[config.mk]
export PLATFORM = sky130hd
export DESIGN_NAME = ifmap_burst_fifo
export DESIGN_NICKNAME = d
export VERILOG_FILES = /design/src/rtl/ifmap_fifo_pkg.sv /design/src/rtl/ifmap_burst_fifo.sv
export SDC_FILE = /design/constraint.sdc
export NUM_CORES = 1
export LEC_CHECK = 0
export CAP_MARGIN = 20
export CORE_MARGIN = 3
export CORE_UTILIZATION = 35
export DETAILED_ROUTE_END_ITERATION = 7
export PLACE_DENSITY = 0.51
export REMOVE_ABC_BUFFERS = 1
export SLEW_MARGIN = 0
export SYNTH_ARGS = -nofsm -noshare
export SYNTH_HDL_FRONTEND = slang
export SYNTH_SLANG_ARGS = --single-unit
export TNS_END_PERCENT = 10
[constraint.sdc]
create_clock -name clk -period 3.4 [get_ports clk]
set_clock_uncertainty 0.1 [all_clocks]
set_input_delay 0.34 -clock clk [delete_from_list [all_inputs] [get_ports clk]]
set_output_delay 0.34 -clock clk [all_outputs]
set_load 0.02 [all_outputs]
[src/rtl/ifmap_fifo_pkg.sv]
// rtl/ifmap_fifo_pkg.sv - shared types and defaults for the ifmap staging FIFO
package ifmap_fifo_pkg;

    typedef enum logic {
        PUSH_SINGLE = 1'b0,
        PUSH_BURST  = 1'b1
    } push_mod_e;

    localparam int IFMAP_DATA_W = 8;
    localparam int IFMAP_BURST  = 4;

endpackage

[src/rtl/ifmap_burst_fifo.sv]
// rtl/ifmap_burst_fifo.sv - ifmap staging FIFO with single/burst push and registered single pop
module ifmap_burst_fifo
    import ifmap_fifo_pkg::*;
#(
    parameter int DATA_W = IFMAP_DATA_W,
    parameter int DEPTH  = 8,
    parameter int BURST  = IFMAP_BURST,
    localparam int CNT_W = $clog2(DEPTH + 1)
) (
    input  logic                    clk,
    input  logic                    rst,
    input  logic                    clear_i,
    input  logic                    push_en,
    input  logic                    push_mod,
    input  logic [BURST*DATA_W-1:0] push_data,
    output logic                    push_drop,
    output logic                    full,
    input  logic                    pop_en,
    output logic [DATA_W-1:0]       pop_data,
    output logic                    pop_valid,
    output logic                    empty,
    output logic [CNT_W-1:0]        count
);

    localparam int PTR_W = $clog2(DEPTH);

    if ((DEPTH < 2) || ((DEPTH & (DEPTH - 1)) != 0)) begin : g_bad_depth
        $error("ifmap_burst_fifo: DEPTH must be a power of 2 and at least 2");
    end
    if ((BURST < 1) || ((BURST & (BURST - 1)) != 0)) begin : g_bad_burst
        $error("ifmap_burst_fifo: BURST must be a power of 2");
    end
    if (BURST > DEPTH) begin : g_burst_too_big
        $error("ifmap_burst_fifo: BURST must not exceed DEPTH");
    end

    logic [DATA_W-1:0] mem [DEPTH];
    logic [PTR_W-1:0]  wr_ptr;
    logic [PTR_W-1:0]  rd_ptr;
    logic [CNT_W-1:0]  free;
    logic [CNT_W-1:0]  n_push;
    logic              is_burst;
    logic              push_acc;
    logic              pop_acc;
    logic              flush;

    assign flush    = rst | clear_i;
    assign empty    = (count == '0);
    assign full     = (count == CNT_W'(DEPTH));
    assign is_burst = (push_mod == PUSH_BURST);

    // Space is judged on the current count only; a same-cycle pop never makes room.
    assign free     = CNT_W'(DEPTH) - count;
    assign push_acc = push_en & (is_burst ? (free >= CNT_W'(BURST)) : (free != '0));
    assign pop_acc  = pop_en & ~empty;
    assign n_push   = !push_acc ? '0 : (is_burst ? CNT_W'(BURST) : CNT_W'(1));

    always_ff @(posedge clk) begin
        if (flush) begin
            wr_ptr    <= '0;
            rd_ptr    <= '0;
            count     <= '0;
            push_drop <= 1'b0;
        end else begin
            if (push_acc) begin
                wr_ptr <= wr_ptr + PTR_W'(n_push);
            end
            if (pop_acc) begin
                rd_ptr <= rd_ptr + PTR_W'(1);
            end
            count     <= count + n_push - CNT_W'(pop_acc);
            push_drop <= push_en & ~push_acc;
        end
    end

    // Burst lanes land at consecutive addresses and may wrap past DEPTH-1.
    always_ff @(posedge clk) begin
        if (!flush && push_acc) begin
            for (int i = 0; i < BURST; i++) begin
                if ((i == 0) || is_burst) begin
                    mem[wr_ptr + PTR_W'(i)] <= push_data[i*DATA_W +: DATA_W];
                end
            end
        end
    end

    always_ff @(posedge clk) begin
        if (flush) begin
            pop_data  <= '0;
            pop_valid <= 1'b0;
        end else begin
            pop_valid <= pop_acc;
            if (pop_acc) begin
                pop_data <= mem[rd_ptr];
            end
        end
    end

endmodule

After elaboration in Yosys (flattened, before gate mapping)
Memory sizes are Yosys's and may differ from the RTL's. A register that Yosys moved wholly into a read port is not among the register bits.
Index checks and enable logic that the tools add are counted.
- register bits after elaboration: 12
- memory bits (writable): 64
- output and inout port bits: 16
- word-level logic and storage cells: 34
- memories kept: 1
- add/sub/neg operators: 8
- order comparisons: 1
- equality and inequality tests: 1
- multiplexer cells: 8
- bitwise operators: 6
- reduce and logical (&&, ||, !) cells: 4
- memory list (name ; depth ; width ; rd ports ; clocked after memory_dff ; wr ports ; line ; RTL):
    mem ; 8 ; 8 ; 1 ; 1 ; 4 ; ifmap_burst_fifo.sv:37 ; logic [DATA_W-1:0] mem [DEPTH];
- operators with widths (operator ; number):
    3-bit by 1-bit adder with 3-bit output (second input constant) ; 2
    3-bit by 2-bit adder with 3-bit output (second input constant) ; 2
    1-bit 2-to-1 mux ; 6
    3-bit 2-to-1 mux ; 2
    4-bit by 3-bit adder with 4-bit output ; 1
    4-bit equality test (second input constant) ; 1
    4-bit by 3-bit >= comparator with 1-bit output (second input constant) ; 1
    4-bit logical NOT ; 1
    4-bit nonzero test ; 1
    4-bit by 1-bit subtractor with 4-bit output ; 1
    4-bit subtractor (first input constant) ; 1
    3-bit adder ; 1
    1-bit bitwise AND ; 3
    1-bit inverter ; 2
    1-bit logical AND ; 1
    1-bit logical NOT ; 1
    1-bit OR ; 1

Logic depth before layout (Yosys ltp)
Gate-level depths: netlist (run 1).
- depth in word-level cells: 7
- gate-level depth with buffers: 10

Least setup slack after synthesis (run 1)
Ideal clock, no wire load.
- path type: register -> register
- start: register count[1]
- end: register count[2]
- library setup time: 0.128 ns
- arrival: 2.767 ns
- required time: 3.172 ns
- setup slack: 0.405 ns
- stages on the path, launching flop included: 11
- path buffers: 1
- clock period less this slack: 2.995 ns
- cells stage by stage: dfxtp_1 nor4_1 nor2b_1 clkbuf_1 ha_1 inv_1 ha_1 inv_1 fa_1 xor2_1 nor2_1
- RTL lines (what ; line ; RTL):
    from (decl) ; ifmap_burst_fifo.sv:22 ; output logic [CNT_W-1:0] count
    from (signal assigned) ; ifmap_burst_fifo.sv:71 ; count <= count + n_push - CNT_W'(pop_acc);
    4-bit logical NOT ; ifmap_burst_fifo.sv:48 ; assign empty = (count == '0);
    via empty ; ifmap_burst_fifo.sv:21 ; output logic empty,
    1-bit inverter ; ifmap_burst_fifo.sv:55 ; assign pop_acc = pop_en & ~empty;
    1-bit bitwise AND ; ifmap_burst_fifo.sv:55 ;
    via pop_acc ; ifmap_burst_fifo.sv:44 ; logic pop_acc;
    4-bit by 1-bit subtractor with 4-bit output ; ifmap_burst_fifo.sv:71 ;
The timed path passes the listed nets, and every way through them passes these cells.
A chain may end at the register's enable or synchronous reset.

==> results of run 1 <==
==> how the worst max path moves through the flow <==
stage,startpoint,slack (ns),end
2_1_floorplan,count[1],0.20,count[2]
5_1_grt,wr_ptr[0],0.18,mem[4][7]
3_5_place_dp,push_en,0.23,mem[7][4]
6_report,wr_ptr[0],0.51,mem[4][7]
3_3_place_gp,push_en,0.24,mem[7][4]
4_1_cts,wr_ptr[0],0.58,mem[4][7]
==> synthesized netlist by cell type (all sizes together) (5+ instances only) <==
master	count	area [µm²]
nand2	75	282
nor2	68	255
edfxtp	64	1920
a211oi	43	340
o31ai	40	300
buf	31	170
clkbuf	28	108
o21ai	26	130
and3	25	156
o22ai	24	150
dfxtp	20	400
a21oi	18	97.6
mux4	16	360
o22a	16	140
inv	13	48.8
mux2i	12	120
nor3	12	115
ha	10	125
a2bb2oi	9	78.8
a21boi	8	60.1
xnor2	6	60.1
nand3	5	30.0
or2	5	31.3
==> cell families (layout without fill, tap and decap cells) <==
kind of cell	after synthesis	after routing	synth area share (%)
AO/OA/AOI/OAI	201	201	24.4
adder cells (fa/ha/maj)	11	11	2.46
flip-flops	84	84	39.3
multiplexers	28	28	8.14
AND/OR/NAND/NOR	217	217	18.5
XOR/XNOR	10	10	1.61
buffers and inverters	72	117	5.53
==> per-stage QoR <==
stage                     utilization [%]  power, mW  cells
after global placement               41.4       2.09    868
after floorplan                         -       1.73    564
after detailed placement             41.4       2.09    868
after global routing                 43.3       3.25    884
final                                43.3       3.11    884
after CTS                            43.3       3.13    884
==> routing by layer <==
| metal | vias to the layer above | GRT usage, % | wire length [µm] |
|---|---|---|---|
| met4 | 0 | 4.87 | 365 |
| met5 | - | 0 | 0 |
| met1 | 2532 | 32.5 | 8940 |
| met3 | 33 | 4.11 | 1670 |
| li1 | 2449 | - | - |
| met2 | 252 | 37.0 | 9680 |
==> layout make-up <==
class	count	area (µm²)	share of cell area, %
Tap cell	216	270	3.86
Timing Repair Buffer	88	806	11.5
Multi-Input combinational cell	467	3250	46.4
Inverter	13	48.8	0.696
Clock inverter	7	81.3	1.16
Sequential cell	84	2320	33.1
Clock buffer	9	225	3.21
==> report_power, final <==
group	switching [mW]	total (mW)	internal, mW	leakage [nW]
Sequential	0.0564	1.22	1.17	0.741
Clock	0.458	1.04	0.581	0.152
Combinational	0.476	0.850	0.374	1.41
==> worst reg2reg max path, delay by kind of cell (launching register included) <==
family / cells / cell delay [ns]
compound gates: 2 / 0.49
fa+ha+maj: 1 / 0.36
buf+inv: 1 / 0.11
flops: 1 / 0.41
simple gates: 3 / 1.14
==> state kept, by name (all words and copies together), names as in the netlist <==
register,flops
wr_ptr,3
pop_valid,1
count,4
push_drop,1
rd_ptr,3
pop_data,8
mem,64
==> impl_metrics.py, run 1 <==
metrics = {
    "outcome": {
        "status": "finished, final reports clean",
    },
    "drt": {
        "post_drt_wl_per_cell_um": 23.4,
        "drc": 0,
        "viasPerCell": 5.96,
        "totalWireLength_um": 20700,
        "drt_iter0_markers": 480,
        "firstDrtPassIters": 5,
        "vias": 5266,
        "drtAntennaViolNets": 0,
    },
    "global_routing": {
        "grt_pass1_vias": 4946,
        "grt_max_degree": 38,
        "grt_pass1_wl_um": 31400,
        "antenna_found_initial": 0,
        "gr-total-overflow": 0,
        "grt_usage_pct": 22.9,
    },
    "floorplanning": {
        "start_util_pct": 36.5,
        "die_y_um": 136,
        "chipWidth_um": 136,
        "num_io_pins": 54,
        "die_area_um2": 18500,
        "row_count": 46,
        "core_area_um2": 16200,
    },
    "final_layout": {
        "antenna_cells": 0,
        "nNetsFinal": 712,
        "area_growth_pct": 18.7,
        "final_cell_mix": "75 x nand2_1, 68 x nor2_1, 64 x edfxtp_1, 53 x clkdlybuf4s50_1, 41 x a211oi_1",
        "fill_cells": 1528,
        "drive_above_1_share_pct": 14.1,
        "final_common_cell": "nand2_1",
        "design_area_um2": 7010,
    },
    "clocking": {
        "cts_buffers": 9,
        "max-clock-path-buffers": 2,
        "numClockSinks": 84,
        "cts-root-buf": "clkbuf_16",
        "clk_pin_slew_ns": 0.07,
        "post_cts_resized": 0,
        "cts_tree": "done",
        "htreeDepth": 3,
        "hold_buffers": 0,
        "insertion_delay_ns": 0.36,
        "post_cts_buffers": 0,
    },
    "placed_design": {
        "place_ws_ns": 0.231,
        "dp_hpwl_um": 15300,
        "portBuffers": 53,
        "placed_area_um2": 6700,
        "routabilityCongestion": 0.944,
    },
    "logic_synthesis": {
        "synth_edf_count": 64,
        "ys_ff_latch": 84,
        "synthFlopType": "edfxtp_1",
        "yosysUniqueCellTypes": 62,
        "yosysWarningCount": 0,
        "synth_area_um2": 5900,
        "syn-instance-count": 623,
        "seq_area_frac_synth_pct": 39.3,
        "ys_async_sr_fraction_pct": 0,
        "synth.avg_cell_area_um2": 9.47,
    },
    "worst_setup_path": {
        "r2r_cells": 7,
        "cp.depth": 7,
        "cp_max_fo": 9,
        "worstSetupEndpointType": "register",
        "path_class": "register to register",
        "cpMaxStageDelayCell": "nor2_1",
        "cpPeakStageDelay_ns": 0.48,
        "crit_arrival_ns": 2.87,
        "path_buf_inv": 1,
        "rrSetupSlack_ns": 0.51,
        "crit_family": "simple AND/OR/NAND/NOR gates",
        "critPathRequiredTime_ns": 3.37,
        "path_cells": "inv_1 -> ha_1 -> nand3b_1 -> nor2_1 -> nand2_1 -> a211oi_1 -> o31ai_1",
        "timing.rr.end": "mem[4][7]",
        "start_kind": "register",
        "r2r_start": "wr_ptr[0]",
    },
    "min_path": {
        "min_path_type": "register to register",
        "whs_path_depth": 2,
        "hold_path_startpoint": "pop_data[0]",
        "min_to": "pop_data[0]",
    },
    "timing": {
        "rsz0062_at_grt": "no",
        "max_freq_mhz": 346,
        "fin_setup_tns_ns": 0,
        "hold_ws_ns": 0.397,
        "tightestPinTransition_ns": 0.913,
        "relSlewSlack_pct": 39.0,
        "min_period_ns": 2.89,
        "finalSetupViolations": 0,
        "period_share_pct": 85.0,
        "hold_viol_final": 0,
        "slew_viol_final": 0,
        "setup_ws_ns": 0.509,
    },
    "job": {
        "cap_viol_max_count": 0,
    },
    "power_and_ir_drop": {
        "vdd_ir_drop_max_v": 0.000344,
        "leakagePower_nw": 2.30,
        "powerDensity_nw_per_um2": 444,
    },
}
Note: power is estimated with default switching activity, not from simulation.
==> run 2, diff against run 1 <==
==> constraint.sdc (replaced) <==
create_clock -name clk -period 3.4 [get_ports clk]
set_clock_uncertainty 0.1 [all_clocks]
set_input_delay 0.68 -clock clk [delete_from_list [all_inputs] [get_ports clk]]
set_output_delay 0.68 -clock clk [all_outputs]
set_load 0.02 [all_outputs]
==> run 2 against run 1 <==
Compared with the run above:
- critical path depth is 1 lower
- highest routed layer unchanged
- cell count is 2.4% higher
- fmax is 4.8% lower
- largest power group unchanged
- non-clock buffer count is 21 higher
==> impl_metrics.py, run 2 (same netlist as run 1, synthesis figures left out) <==
metrics = {
    "outcome": {
        "status": "finished, final reports clean",
    },
    "placed_design": {
        "routabilityCongestion": 0.956,
        "dp_hpwl_um": 16600,
        "placed_area_um2": 6900,
        "portBuffers": 53,
    },
    "clocking": {
        "htreeDepth": 3,
        "insertion_delay_ns": 0.35,
        "numClockSinks": 84,
        "post_cts_buffers": 0,
        "clk_pin_slew_ns": 0.07,
        "hold_buffers": 0,
        "post_cts_resized": 0,
        "cts_tree": "done",
        "cts-root-buf": "clkbuf_16",
        "max-clock-path-buffers": 2,
        "cts_buffers": 9,
    },
    "final_layout": {
        "nNetsFinal": 733,
        "area_growth_pct": 22.3,
        "largest_register": "mem",
        "largestRegisters": "mem (64), pop_data (8), count (4)",
        "drive_above_1_share_pct": 16.5,
        "final_cell_mix": "75 x nand2_1, 68 x nor2_1, 64 x edfxtp_1, 53 x clkdlybuf4s50_1, 52 x buf_4",
        "design_area_um2": 7220,
        "final_common_cell": "nand2_1",
        "largest_register_ff_count": 64,
        "antenna_cells": 0,
    },
    "drt": {
        "drtAntennaViolNets": 0,
        "drt_iter0_markers": 587,
        "vias": 5407,
        "post_drt_wl_per_cell_um": 24.8,
        "totalWireLength_um": 22400,
        "drc": 0,
        "firstDrtPassIters": 5,
        "viasPerCell": 5.97,
    },
    "power_and_ir_drop": {
        "p_int_mw": 2.19,
        "powerDensity_nw_per_um2": 439,
        "leakagePower_nw": 2.43,
        "swShare_pct": 30.9,
        "switchingPower_mw": 0.979,
        "vdd_ir_drop_max_v": 0.000310,
        "p_seq_share_pct": 38.2,
        "clkPwrFrac_pct": 34.0,
        "p_comb_share_pct": 27.8,
    },
    "timing": {
        "relSlewSlack_pct": 30.7,
        "period_share_pct": 89.3,
        "slew_viol_final": 0,
        "hold_viol_final": 0,
        "max_freq_mhz": 329,
        "finalSetupViolations": 0,
        "fin_setup_tns_ns": 0,
        "tightestPinTransition_ns": 1.03,
        "min_period_ns": 3.04,
        "rsz0062_at_grt": "no",
    },
    "global_routing": {
        "gr-total-overflow": 0,
        "grt_usage_pct": 25.0,
        "antenna_found_initial": 0,
        "grt_pass1_wl_um": 34000,
        "grt_max_degree": 31,
        "grt_pass1_vias": 5276,
    },
    "floorplanning": {
        "chipWidth_um": 136,
        "num_io_pins": 54,
        "core_area_um2": 16200,
        "start_util_pct": 36.5,
        "die_y_um": 136,
        "row_count": 46,
        "die_area_um2": 18500,
    },
    "worst_setup_path": {
        "cpMaxStageDelayCell": "clkdlybuf4s50_1",
        "worstSetupEndpointType": "register",
        "start_kind": "primary input",
        "path_class": "primary input to register",
        "path_cells": "clkdlybuf4s50_1 -> or3b_4 -> a211oi_4 -> nand2_1 -> a211oi_1 -> o31ai_1",
        "crit_family": "compound AO/OA/AOI/OAI gates",
        "cp_max_fo": 9,
        "cpPeakStageDelay_ns": 0.53,
        "critPathRequiredTime_ns": 3.40,
        "crit_arrival_ns": 3.04,
        "path_buf_inv": 1,
    },
    "min_path": {
        "min_path_type": "register to register",
    },
    "job": {
        "cap_viol_max_count": 0,
    },
}
-- run 2: power by group through the flow --
stage / clock network, mW / logic (mW) / registers, mW
CTS: 1.09 / 0.883 / 1.21
global route: 1.13 / 0.959 / 1.22
finish: 1.08 / 0.883 / 1.21
floorplan: 0 / 0.449 / 1.28
detailed placement: 0 / 0.877 / 1.23
global placement: 0 / 0.870 / 1.23
-- run 2: worst paths after layout --
check                   start  depth (start not counted)     endpoint  slack [ns]
setup / recovery      push_en                          6    mem[4][6]        0.36
hold reg to reg   pop_data[0]                          2  pop_data[0]        0.40
hold / removal    pop_data[0]                          2  pop_data[0]        0.40
setup reg to reg    wr_ptr[0]                          7    mem[1][7]        0.49
-- run 2: tightest hold or removal path, cell delays in order, from the launching register on --
cell and delay, ns:
dfxtp_1 0.31, nor2_1 0.10, a211oi_1 0.05
-- run 2: final cells by class --
type,count,area (µm²)
Clock buffer,12,268
Multi-Input combinational cell,467,3250
Clock inverter,4,53.8
Fill cell,1544,8960
Sequential cell,84,2320
Inverter,13,48.8
Tap cell,216,270
Timing Repair Buffer,109,1000
-- run 2: stage by stage --
| stage | cells | setup WS, ns | power, mW | hold slack (ns) | utilization [%] |
|---|---|---|---|---|---|
| floorplan | 564 | 0.202 | 1.73 | 0.416 | - |
| global placement | 889 | 0.0402 | 2.10 | 0.389 | 42.6 |
| detailed placement | 889 | 0.00364 | 2.11 | 0.393 | 42.6 |
| CTS | 905 | 0.384 | 3.19 | 0.402 | 44.6 |
| global route | 905 | 0.206 | 3.31 | 0.436 | 44.6 |
| finish | 905 | 0.363 | 3.17 | 0.402 | 44.6 |
-- run 2: routing by layer --
| metal | track usage [%] | wire length [µm] | vias to the layer above |
|---|---|---|---|
| li1 | - | - | 2498 |
| met1 | 35.2 | 9850 | 2603 |
| met2 | 39.5 | 10400 | 272 |
| met3 | 4.77 | 1750 | 34 |
| met4 | 6.89 | 480 | 0 |
| met5 | 0 | 0 | - |
==> run 3, diff against run 2 <==
--- a/config.mk
+++ b/config.mk
@@ -7,9 +7,9 @@
 export LEC_CHECK = 0
 export CAP_MARGIN = 20
 export CORE_MARGIN = 3
-export CORE_UTILIZATION = 35
+export CORE_UTILIZATION = 42
 export DETAILED_ROUTE_END_ITERATION = 7
-export PLACE_DENSITY = 0.51
+export PLACE_DENSITY = 0.59
 export REMOVE_ABC_BUFFERS = 1
 export SLEW_MARGIN = 0
 export SYNTH_ARGS = -nofsm -noshare
==> run 3 against run 2 <==
Compared with the run above:
- hold slack worse by 0.0029 ns
- count of clock-buffer cells in the layout down 1
- register-to-register slack better by 0.04 ns
- flip-flop and latch count unchanged
- largest cell class unchanged
- largest power group unchanged
- non-clock buffer count down 8
- core utilization up 7.5 points
- cell count down 5.3%
- highest routed layer unchanged
- die area down 16%
==> impl_metrics.py, run 3 (same netlist as run 1, synthesis figures left out) <==
metrics = {
    "clocking": {
        "cts-root-buf": "clkbuf_16",
        "cts_buffers": 9,
        "cts_tree": "done",
        "clk_pin_slew_ns": 0.06,
        "max-clock-path-buffers": 2,
        "post_cts_buffers": 0,
        "insertion_delay_ns": 0.35,
        "post_cts_resized": 0,
        "htreeDepth": 3,
        "numClockSinks": 84,
        "hold_buffers": 0,
    },
    "global_routing": {
        "gr-total-overflow": 0,
        "grt_pass1_wl_um": 31400,
        "grt_pass1_vias": 5217,
        "grt_max_degree": 20,
        "antenna_found_initial": 0,
        "grt_usage_pct": 26.6,
    },
    "drt": {
        "drt_iter0_markers": 487,
        "vias": 5405,
        "drtAntennaViolNets": 0,
        "drc": 0,
        "viasPerCell": 6.31,
        "post_drt_wl_per_cell_um": 24.4,
        "totalWireLength_um": 20900,
        "firstDrtPassIters": 5,
    },
    "power_and_ir_drop": {
        "power_mw": 3.08,
        "powerDensity_nw_per_um2": 437,
        "leakagePower_nw": 2.36,
        "vdd_ir_drop_max_v": 0.000383,
    },
    "timing": {
        "fin_setup_tns_ns": 0,
        "setup_ws_ns": 0.408,
        "min_period_ns": 2.99,
        "tightestPinTransition_ns": 1.03,
        "hold_viol_final": 0,
        "rsz0062_at_grt": "no",
        "relSlewSlack_pct": 31.4,
        "finalSetupViolations": 0,
        "period_share_pct": 88.0,
        "slew_viol_final": 0,
        "max_freq_mhz": 334,
    },
    "final_layout": {
        "final_cell_mix": "75 x nand2_1, 68 x nor2_1, 64 x edfxtp_1, 53 x clkdlybuf4s50_1, 47 x buf_4",
        "largestRegisters": "mem (64), pop_data (8), count (4)",
        "final_common_cell": "nand2_1",
        "nNetsFinal": 725,
        "drive_above_1_share_pct": 15.4,
        "largest_register": "mem",
        "area_growth_pct": 19.3,
        "design_area_um2": 7040,
        "stdcell_count": 857,
        "antenna_cells": 0,
        "largest_register_ff_count": 64,
    },
    "floorplanning": {
        "row_count": 42,
        "die_area_um2": 15500,
        "start_util_pct": 43.7,
        "core_area_um2": 13500,
        "die_y_um": 125,
        "chipWidth_um": 125,
        "num_io_pins": 54,
    },
    "placed_design": {
        "place_ws_ns": 0.132,
        "dp.cells": 841,
        "dp_hpwl_um": 15300,
        "portBuffers": 53,
        "routabilityCongestion": 0.986,
        "placed_area_um2": 6750,
    },
    "worst_setup_path": {
        "crit_top_cell": "buf_4",
        "crit_arrival_ns": 3.00,
        "start_kind": "primary input",
        "path_buf_inv": 3,
        "path_cells": "clkdlybuf4s50_1 -> or3b_4 -> a211oi_4 -> buf_4 -> buf_4 -> and3_1 -> a211oi_1 -> o31ai_1",
        "cpMaxStageDelayCell": "clkdlybuf4s50_1",
        "crit_family": "buffers and inverters",
        "path_class": "primary input to register",
        "cp_max_fo": 15,
        "cpPeakStageDelay_ns": 0.53,
        "critPathRequiredTime_ns": 3.41,
        "worstSetupEndpointType": "register",
    },
    "min_path": {
        "min_path_type": "register to register",
    },
    "outcome": {
        "status": "finished, final reports clean",
    },
    "job": {
        "cap_viol_max_count": 0,
    },
}
==> run 3: cell count changes in the layout (fill, tap and decap cells not counted), sizes merged <==
cell	previous run	this run
inv	15	14
clkbuf	12	11
buf	56	48
clkinv	1	2
clkinvlp	0	1
==> run 3: path summary, 6_finish.rpt <==
kind	endpoint	slack (ns)	cells after the start	startpoint
setup / recovery	mem[1][3]	0.41	8	push_en
hold / removal	pop_data[0]	0.40	2	pop_data[0]
setup reg to reg	mem[5][5]	0.53	7	wr_ptr[0]
hold reg to reg	pop_data[0]	0.40	2	pop_data[0]
==> run 3: stage by stage <==
step	utilization [%]	hold WS, ns
6_report	52.1	0.400
5_1_grt	52.1	0.419
4_1_cts	52.1	0.402
3_5_place_dp	50.0	0.393
3_3_place_gp	50.0	0.387
2_1_floorplan	-	0.416
==> run 3: cell type report <==
type	count	area, µm²
inverters	13	48.8
flip-flops and latches	84	2320
multi-input cells	467	3250
clock buffers	11	233
well taps	176	220
repair buffers	101	903
clock inverters	5	60.1
fillers	1239	6460
==> run 3: worst register-to-register path: stages (launching register included) <==
cell and delay (ns):
dfxtp_1 0.41, inv_1 0.11, ha_1 0.37, or3b_1 0.54, nor2_1 0.54, a21boi_0 0.20
a211oi_1 0.23, o31ai_1 0.13
==> run 3: power breakdown <==
part / internal (mW) / switching, mW
logic: 0.384 / 0.484
clock network: 0.572 / 0.415
registers: 1.17 / 0.0573
total: 2.12 / 0.956
==> run 3: per-layer routing <==
layer  GRT usage [%]  vias up  share of wire [%]
li1                -     2475                  -
met2            41.6      325                 46
met4            9.54        0                3.1
met3            8.23       47                 10
met5               0        -                  0
met1            35.0     2558                 41
